[src/rtl/branch_resolve_unit.sv]
// branch_resolve_unit
//   Control-flow functional unit of the execute stage. Computes the link
//   address, the actual branch/jump target and the taken decision, checks them
//   against the frontend prediction and reports a resolved-branch record, a
//   mispredict flag and an instruction-address-misaligned exception. Every
//   output is registered, so results appear one cycle after issue. A new
//   instruction may issue every cycle.
//
// Ports
//   clk_i, rst_i                 clock, synchronous active-high reset
//   debug_mode_i                 suppresses the misaligned exception
//   fu_valid_i, branch_valid_i   issue qualifiers (both high = active)
//   is_jalr_i                    register-indirect jump vs. branch/JAL
//   operand_a_i, imm_i, pc_i     rs1, sign-extended offset, instruction pc
//   is_compressed_instr_i        16-bit instruction (link = pc + 2)
//   branch_comp_res_i            ALU compare result
//   bp_cf_i, bp_predict_address_i  frontend prediction (type, target)
//   branch_result_o              link address
//   resolve_branch_o, res_*_o    resolved-branch record
//   ex_valid_o, ex_cause_o, ex_tval_o  misaligned-target exception
module branch_resolve_unit #(
  parameter int unsigned VLEN = 64,
  parameter int unsigned XLEN = 64,
  parameter bit          RVC  = 1'b1
) (
  input  logic            clk_i,
  input  logic            rst_i,
  input  logic            debug_mode_i,
  input  logic            fu_valid_i,
  input  logic            branch_valid_i,
  input  logic            is_jalr_i,
  input  logic [VLEN-1:0] operand_a_i,
  input  logic [VLEN-1:0] imm_i,
  input  logic [VLEN-1:0] pc_i,
  input  logic            is_compressed_instr_i,
  input  logic            branch_comp_res_i,
  input  logic [2:0]      bp_cf_i,
  input  logic [VLEN-1:0] bp_predict_address_i,
  output logic [VLEN-1:0] branch_result_o,
  output logic            resolve_branch_o,
  output logic            res_valid_o,
  output logic [VLEN-1:0] res_pc_o,
  output logic [VLEN-1:0] res_target_o,
  output logic            res_is_taken_o,
  output logic            res_is_mispredict_o,
  output logic [2:0]      res_cf_type_o,
  output logic            ex_valid_o,
  output logic [XLEN-1:0] ex_cause_o,
  output logic [XLEN-1:0] ex_tval_o
);

  typedef enum logic [2:0] {
    CF_NOCF   = 3'd0,
    CF_BRANCH = 3'd1,
    CF_JUMP   = 3'd2,
    CF_JUMPR  = 3'd3,
    CF_RETURN = 3'd4
  } cf_e;

  logic            act;
  logic [VLEN-1:0] next_pc;
  logic [VLEN-1:0] tgt;
  logic            taken;
  logic            mispredict;
  logic            misaligned;

  logic [VLEN-1:0] result_q, result_d;
  logic            valid_q, valid_d;
  logic [VLEN-1:0] pc_q, pc_d;
  logic [VLEN-1:0] target_q, target_d;
  logic            taken_q, taken_d;
  logic            mispredict_q, mispredict_d;
  logic [2:0]      cf_type_q, cf_type_d;
  logic            ex_valid_q, ex_valid_d;
  logic [XLEN-1:0] ex_cause_q, ex_cause_d;
  logic [XLEN-1:0] ex_tval_q, ex_tval_d;

  assign act = fu_valid_i & branch_valid_i;

  // Target, taken and mispredict decision for the instruction being issued.
  always_comb begin
    next_pc    = pc_i + (is_compressed_instr_i ? VLEN'(2) : VLEN'(4));
    tgt        = '0;
    taken      = 1'b0;
    mispredict = 1'b0;
    if (is_jalr_i) begin
      tgt        = (operand_a_i + imm_i) & ~VLEN'(1);
      taken      = 1'b1;
      mispredict = !((bp_cf_i == CF_JUMPR) || (bp_cf_i == CF_RETURN))
                 || (bp_predict_address_i != tgt);
    end else begin
      tgt        = pc_i + imm_i;
      taken      = branch_comp_res_i;
      mispredict = (taken != (bp_cf_i == CF_BRANCH))
                 || (taken && (bp_predict_address_i != tgt));
    end
    misaligned = taken && (RVC ? tgt[0] : (tgt[1:0] != 2'b00));
  end

  // Flags drop to 0 when idle; data fields keep their last resolved value.
  // ex_tval only tracks the most recent misaligned target.
  always_comb begin
    result_d     = result_q;
    valid_d      = 1'b0;
    pc_d         = pc_q;
    target_d     = target_q;
    taken_d      = taken_q;
    mispredict_d = 1'b0;
    cf_type_d    = cf_type_q;
    ex_valid_d   = 1'b0;
    ex_cause_d   = ex_cause_q;
    ex_tval_d    = ex_tval_q;
    if (act) begin
      result_d     = next_pc;
      valid_d      = 1'b1;
      pc_d         = pc_i;
      target_d     = taken ? tgt : next_pc;
      taken_d      = taken;
      mispredict_d = mispredict;
      cf_type_d    = is_jalr_i ? CF_JUMPR : CF_BRANCH;
      if (misaligned) begin
        ex_valid_d = !debug_mode_i;
        ex_cause_d = '0;
        ex_tval_d  = XLEN'($signed(tgt));
      end
    end
  end

  always_ff @(posedge clk_i) begin
    if (rst_i) begin
      result_q     <= '0;
      valid_q      <= 1'b0;
      pc_q         <= '0;
      target_q     <= '0;
      taken_q      <= 1'b0;
      mispredict_q <= 1'b0;
      cf_type_q    <= '0;
      ex_valid_q   <= 1'b0;
      ex_cause_q   <= '0;
      ex_tval_q    <= '0;
    end else begin
      result_q     <= result_d;
      valid_q      <= valid_d;
      pc_q         <= pc_d;
      target_q     <= target_d;
      taken_q      <= taken_d;
      mispredict_q <= mispredict_d;
      cf_type_q    <= cf_type_d;
      ex_valid_q   <= ex_valid_d;
      ex_cause_q   <= ex_cause_d;
      ex_tval_q    <= ex_tval_d;
    end
  end

  assign branch_result_o     = result_q;
  assign resolve_branch_o    = valid_q;
  assign res_valid_o         = valid_q;
  assign res_pc_o            = pc_q;
  assign res_target_o        = target_q;
  assign res_is_taken_o      = taken_q;
  assign res_is_mispredict_o = mispredict_q;
  assign res_cf_type_o       = cf_type_q;
  assign ex_valid_o          = ex_valid_q;
  assign ex_cause_o          = ex_cause_q;
  assign ex_tval_o           = ex_tval_q;

endmodule

[config.mk]
export PLATFORM = sky130hd
export DESIGN_NAME = branch_resolve_unit
export DESIGN_NICKNAME = d
export VERILOG_FILES = /design/src/rtl/branch_resolve_unit.sv
export SDC_FILE = /design/constraint.sdc
export NUM_CORES = 1
export LEC_CHECK = 0
export BUFFER_PORTS_ARGS = -buffer_cell sky130_fd_sc_hd__buf_2
export CAP_MARGIN = 20
export CORE_UTILIZATION = 35
export CTS_CLUSTER_DIAMETER = 100
export DETAILED_ROUTE_END_ITERATION = 12
export GPL_TIMING_DRIVEN = 0
export SLEW_MARGIN = 20
export SYNTH_ARGS = -nofsm -noshare
export SYNTH_HDL_FRONTEND = slang
export SYNTH_SLANG_ARGS = --single-unit
[constraint.sdc]
create_clock -name clk_i -period 5.8 [get_ports clk_i]
set_input_delay 0.58 -clock clk_i [delete_from_list [all_inputs] [get_ports clk_i]]
set_output_delay 0.58 -clock clk_i [all_outputs]
set_load 0.03 [all_outputs]
Word level (Yosys, flattened, before mapping):

Index checks and enable logic that the tools add are counted.

* word-level logic and storage cells: 38
* output and inout port bits: 328
* bits of input ports: 267
* bits in registers: 263

* bitwise operators: 3
* $add $sub $neg: 3
* eq/ne operators: 6
* mux-type cells: 7
* reduce and logical (&&, ||, !) cells: 10

Operators by type and width (count)
* $add A64 B64 Y64: 2
* $mux W64: 2
* $ne A64 B64 Y1: 2
* $add A64 B3 Y64: 1
* $eq A3 B1 Y1 const B: 1
* $eq A3 B2 Y1 const B: 1
* $eq A3 B3 Y1 const B: 1
* $logic_or A1 B1 Y1: 3
* $mux W1: 3
* $mux W3: 1
* $reduce_or A3 Y1: 1
* $logic_and A1 B1 Y1: 2
* $logic_not A1 Y1: 2
* $mux W2: 1
* $not A1 Y1: 2
* $reduce_and A2 Y1: 1
* $reduce_or A2 Y1: 1
* $and A1 B1 Y1: 1
* $ne A1 B1 Y1: 1

Logic depth before layout (Yosys ltp):

* word-level depth: 5
* gate-level depth with buffers: 17
* mapped depth without buffers: 16

Worst setup path before layout:

No wires, ideal clock.

* path type: input port to flip-flop
* from: input imm_i[0]
* to: register mispredict_q (netlist: res_is_mispredict_o)
* arrival time: 3905 ps
* required time: 5669 ps
* path buffers: 0
* stages on the path: 16
* setup slack: 1764 ps
* library setup time: 131 ps
* path through: ha_1 -> inv_1 -> fa_1 -> nand2b_1 -> a21oi_1 -> o2111ai_1 -> a311o_1 -> a21oi_1 -> nor2_1 -> nor4b_1 -> or4_1 -> xnor2_1 -> nand3_1 -> or4_1 -> nor4_2 -> a31oi_1

* longest elaborated chain between the ends: 5
* elaborated cells on any way between the ends: 8
* classes of those cells: add/sub (2); eq/ne (2); mux (1); reduce/logical (3)

RTL lines
* from (decl): line 33 `input logic [VLEN-1:0] imm_i,`
* $add A64 B64 Y64: line 92 `tgt = pc_i + imm_i;`
* $ne A64 B64 Y1: line 95 `|| (taken && (bp_predict_address_i != tgt));`
* $logic_and A1 B1 Y1: line 95
* $logic_or A1 B1 Y1: line 95
* $mux W1 *: line 86 `if (is_jalr_i) begin`
* to (signal assigned): line 147 `mispredict_q <= mispredict_d;`
* to (decl): line 72 `logic mispredict_q, mispredict_d;`

Mark *: on every way between the ends. The rest lies on a longest branch, timed or not.
A chain may end at the register's enable or synchronous reset.

Worst setup path in the final report:

* from: input pc_i[0]
* to: register mispredict_q (netlist: res_is_mispredict_o)

* longest elaborated chain between the ends: 5

RTL lines
* from (decl): line 34 `input logic [VLEN-1:0] pc_i,`
* $add A64 B64 Y64: line 92
* $ne A64 B64 Y1: line 95
* $logic_and A1 B1 Y1: line 95
* $logic_or A1 B1 Y1: line 95
* $mux W1: line 86

Every way passes these cells.

==> metrics.md <==
| Metric | Value |
|---|---|
| Run status | `complete, no violations` |
| Launch point of the worst path | `pc_i[0]` |
| CTS root buf | `clkbuf_16` |
| Die area | `0.0656 mm²` |
| Post-synth ARST share | `0%` |
| Fraction of power spent switching nets | `42.8%` |
| FMAX | `between 0.15 and 0.2 GHz` |
| P_leak | `11.9 nW` |
| Logic pwr share | `41.5%` |
| Reg2reg setup slack | `approximately 5.0 ns` |
| Yosys cell types | `93` |
| Layout area overhead | `22.6%` |
| Via count | `26890` |
| First-pass GRT wire length | `178000 µm` |
| Netlist Area Pre-Place | `0.0226 mm²` |
| Post-Place Cell Area | `0.0265 mm²` |
| Post-synth EDFFs | `0` |
| WP data required | `6.21 ns` |
| Die W | `256 µm` |
| Worst slew pin tran | `1.14 ns` |
| Fin cells | `between 4000 and 5000` |
| CTS H-tree lvls | `2` |
| Pin count of the biggest net entering global routing | `13` |
| Final Slew Violations | `0` |
| Drt first pass iters | `6` |
| Reg2Reg Depth | `4` |
| Core Area | `0.0634 mm²` |
| Total power | `7.17 mW` |
| Avg Synthesized Cell Area | `about 7.2 µm²` |
| IO Port Bufs | `524` |
| Mapped Cells | `3132` |
| CP Max Fanout | `3` |
| Initial Utilization | `between 30 and 40%` |
| Share of cells above drive strength 1 | `a little under a fifth` |
| Crit path capture type | `flop` |
| TritonCTS clock tree | `yes` |
| Register area | `0.00523 mm²` |
| Post-route ant nets | `0` |
| Worst min path class | `in2reg` |
| R2r endpoint | `res_target_o[40]` |
| Clock Power Share | `31.2%` |
| Most used flip-flop cell after synthesis | `dfxtp_1` |
| GRT Residual Overflow | `0` |
| Wire per inst | `27.5 µm` |
| DRC | `0` |
| Worst vdd ir | `189 µV` |
| Number of synthesis warnings | `0` |
| Post-CTS Resized | `0` |
| Via-per-instance ratio | `5.80` |
| Max Root-Sink Buffers | `3` |
| Detailed Route WL | `128000 µm` |
| Clock-pin slew on the worst setup and hold paths | `0.06 ns` |
| Setup CP Type | `in2reg` |
| CTS Hold Buffers Added | `0` |
| Startpoint types | `primary input` |
| Total GRT Usage | `37.2%` |
| Io pins | `595` |
| FF-to-FF Start | `res_target_o[40]` |
| Share of power burned in registers | `~27%` |
| Die Y | `256 µm` |
| End point of the critical path | `res_is_mispredict_o` |
| Clock sink total | `261` |
| Post-CTS Setup Inserts | `0` |
| Period Utilization, post-route | `a little over nine tenths` |
| Max Cap Viol | `0` |
| Tmin final | `5.69 ns` |
| Yosys reg bits | `261` |
| Final hold violation count | `0` |
| Initial DRC Count | `3050` |
| Internal power | `4.10 mW` |
| Fillers | `6876` |
| Sw Pwr | `~3 mW` |
| Design Area, Final | `0.0277 mm²` |
| Routability cong. | `1.05` |
| Critical path arrival | `6.10 ns` |
| RSZ-0062 raised after global routing | `no` |
| Antenna violations before repair | `27` |
| Rows | `92` |
| Setup Viol. Count Final | `0` |
| CTS Buf Count | `34` |
| Dpl hpwl | `108000 µm` |
| Worst-case clock skew | `0 ns` |
| Layout Nets | `a little over 4000` |
| Vias in the first global route | `about 25000` |
| Pwr/cell area | `259 mW/mm²` |
| Slew HR | `around 22%` |
| Post-synthesis sequential area ratio | `23.1%` |
| Multi-input logic area | `0.0162 mm²` |
| Setup TNS | `0 ns` |
| Worst skew pair latency | `0.55 ns` |
| Dpl cells | `4566` |
per-layer routing:
| metal | wire length (µm) | vias up | track usage, % |
|---|---|---|---|
| li1 | - | 12320 | - |
| met1 | 52800 | 12827 | 49.1 |
| met2 | 56800 | 1509 | 59.1 |
| met3 | 13300 | 218 | 8.39 |
| met4 | 4570 | 16 | 12.9 |
| met5 | 109 | - | 0 |
metrics by stage:
| stage | worst slack [ns] | utilization [%] | hold slack (ns) |
|---|---|---|---|
| 2_1_floorplan | 1.76 | - | 0.580 |
| 3_3_place_gp | -0.307 | 41.8 | 0.437 |
| 3_5_place_dp | -0.290 | 41.8 | 0.443 |
| 4_1_cts | 0.268 | 43.7 | 0.215 |
| 5_1_grt | 0.173 | 43.7 | 0.227 |
| 6_report | 0.107 | 43.7 | 0.209 |
layout by cell type, fill, tap and decap left out, types with 10 or more instances in the layout:
cell | netlist | final
conb_1 | 1 | 65
and3_1 | 33 | 33
o21ai_0 | 134 | 134
o21ai_1 | 13 | 13
or3_1 | 12 | 12
dfxtp_1 | 261 | 261
clkbuf_1 | 173 | 174
and2_1 | 17 | 17
nor2_1 | 399 | 399
o21a_1 | 30 | 30
o211ai_1 | 28 | 28
nor2b_1 | 10 | 10
buf_2 | 15 | 539
o21bai_1 | 25 | 25
o31ai_1 | 12 | 12
nor4_1 | 30 | 30
a31oi_1 | 16 | 16
buf_1 | 16 | 16
ha_1 | 127 | 127
nor3_1 | 99 | 99
mux2_2 | 11 | 11
inv_1 | 46 | 46
nand2b_1 | 17 | 17
a2111oi_0 | 12 | 12
diode_2 | 0 | 14
a21oi_1 | 333 | 333
and4_1 | 13 | 13
clkbuf_16 | 0 | 35
buf_4 | 69 | 69
nand4_1 | 70 | 70
a211oi_1 | 110 | 110
nand2_1 | 409 | 409
a221o_1 | 10 | 10
nand3_1 | 64 | 64
a21o_1 | 38 | 38
xnor2_1 | 141 | 141
mux2i_1 | 30 | 30
xor2_1 | 146 | 146
sequential cells by signal (all words and copies together), names as in the netlist:
signal,count
branch_result_o,64
ex_tval_o,64
ex_valid_o,1
res_cf_type_o,2
res_is_mispredict_o,1
res_is_taken_o,1
res_pc_o,63
res_target_o,64
res_valid_o,1
synth_stat cells, types with 17 or more instances:
library cell,number,area [µm²]
clkbuf_1,173,649
nand4_1,70,438
and3_1,33,206
xor2_1,146,1280
o21bai_1,25,188
ha_1,127,1590
a21oi_1,333,1670
nand2_1,409,1540
buf_4,69,518
a21o_1,38,285
nor4_1,30,188
nand3_1,64,320
nand2b_1,17,106
inv_1,46,173
nor3_1,99,495
dfxtp_1,261,5230
nor2_1,399,1500
o21a_1,30,225
o211ai_1,28,210
and2_1,17,106
o21ai_0,134,671
xnor2_1,141,1230
mux2i_1,30,300
a211oi_1,110,826
worst max-delay path: stages:
cell,delay [ns]
buf_2,0.24
ha_1,0.22
inv_1,0.06
fa_1,0.54
xnor2_1,0.18
nor4_1,0.39
o2111ai_1,0.20
nor3_1,0.83
nand3_1,0.54
a2111oi_0,0.53
nand4_1,0.16
nor4_1,0.49
nand4_1,0.24
or4_1,0.54
nor4_2,0.17
a31oi_1,0.18
area by class of cell:
cell class	count	share of cell area [%]
Sequential cell	261	18.8
Timing Repair Buffer	524	9.46
Tap cell	846	3.82
Multi-Input combinational cell	2615	58.2
Inverter	47	0.636
Buffer	273	4.71
Clock buffer	47	3.61
Antenna cell	14	0.126
Clock inverter	13	0.568
how the worst min path moves through the flow:
stage	to	slack [ns]	depth (start not counted)	start
after global routing	ex_valid_o	0.23	2	debug_mode_i
after CTS	ex_valid_o	0.22	2	debug_mode_i
after detailed placement	res_target_o[5]	0.44	2	res_target_o[5]
final	ex_valid_o	0.21	2	debug_mode_i
after floorplan	res_target_o[55]	0.58	2	res_target_o[55]
after global placement	res_target_o[33]	0.44	2	res_target_o[33]
cells by family (layout without fill, tap and decap cells):
family	after synthesis	count (layout)	synth area share, %
other	1	79	0.0166
muxes	42	42	1.93
DFF	261	261	23.1
buffers and inverters	320	904	6.54
adders and majority gates	130	130	7.29
AOI/OAI and AO/OA	857	857	24.0
xor gates and xnor gates	303	303	12.8
and+or+nand+nor	1218	1218	24.3
power groups by stage:
stage | clock network [mW] | logic (mW) | registers (mW)
after floorplan | 0 | 1.58 | 2.16
after detailed placement | 0 | 2.85 | 1.99
after global placement | 0 | 2.86 | 1.99
after global routing | 2.32 | 3.10 | 1.96
final | 2.24 | 2.98 | 1.96
after CTS | 2.24 | 2.86 | 1.95
Power figures use the tool's default switching activity.
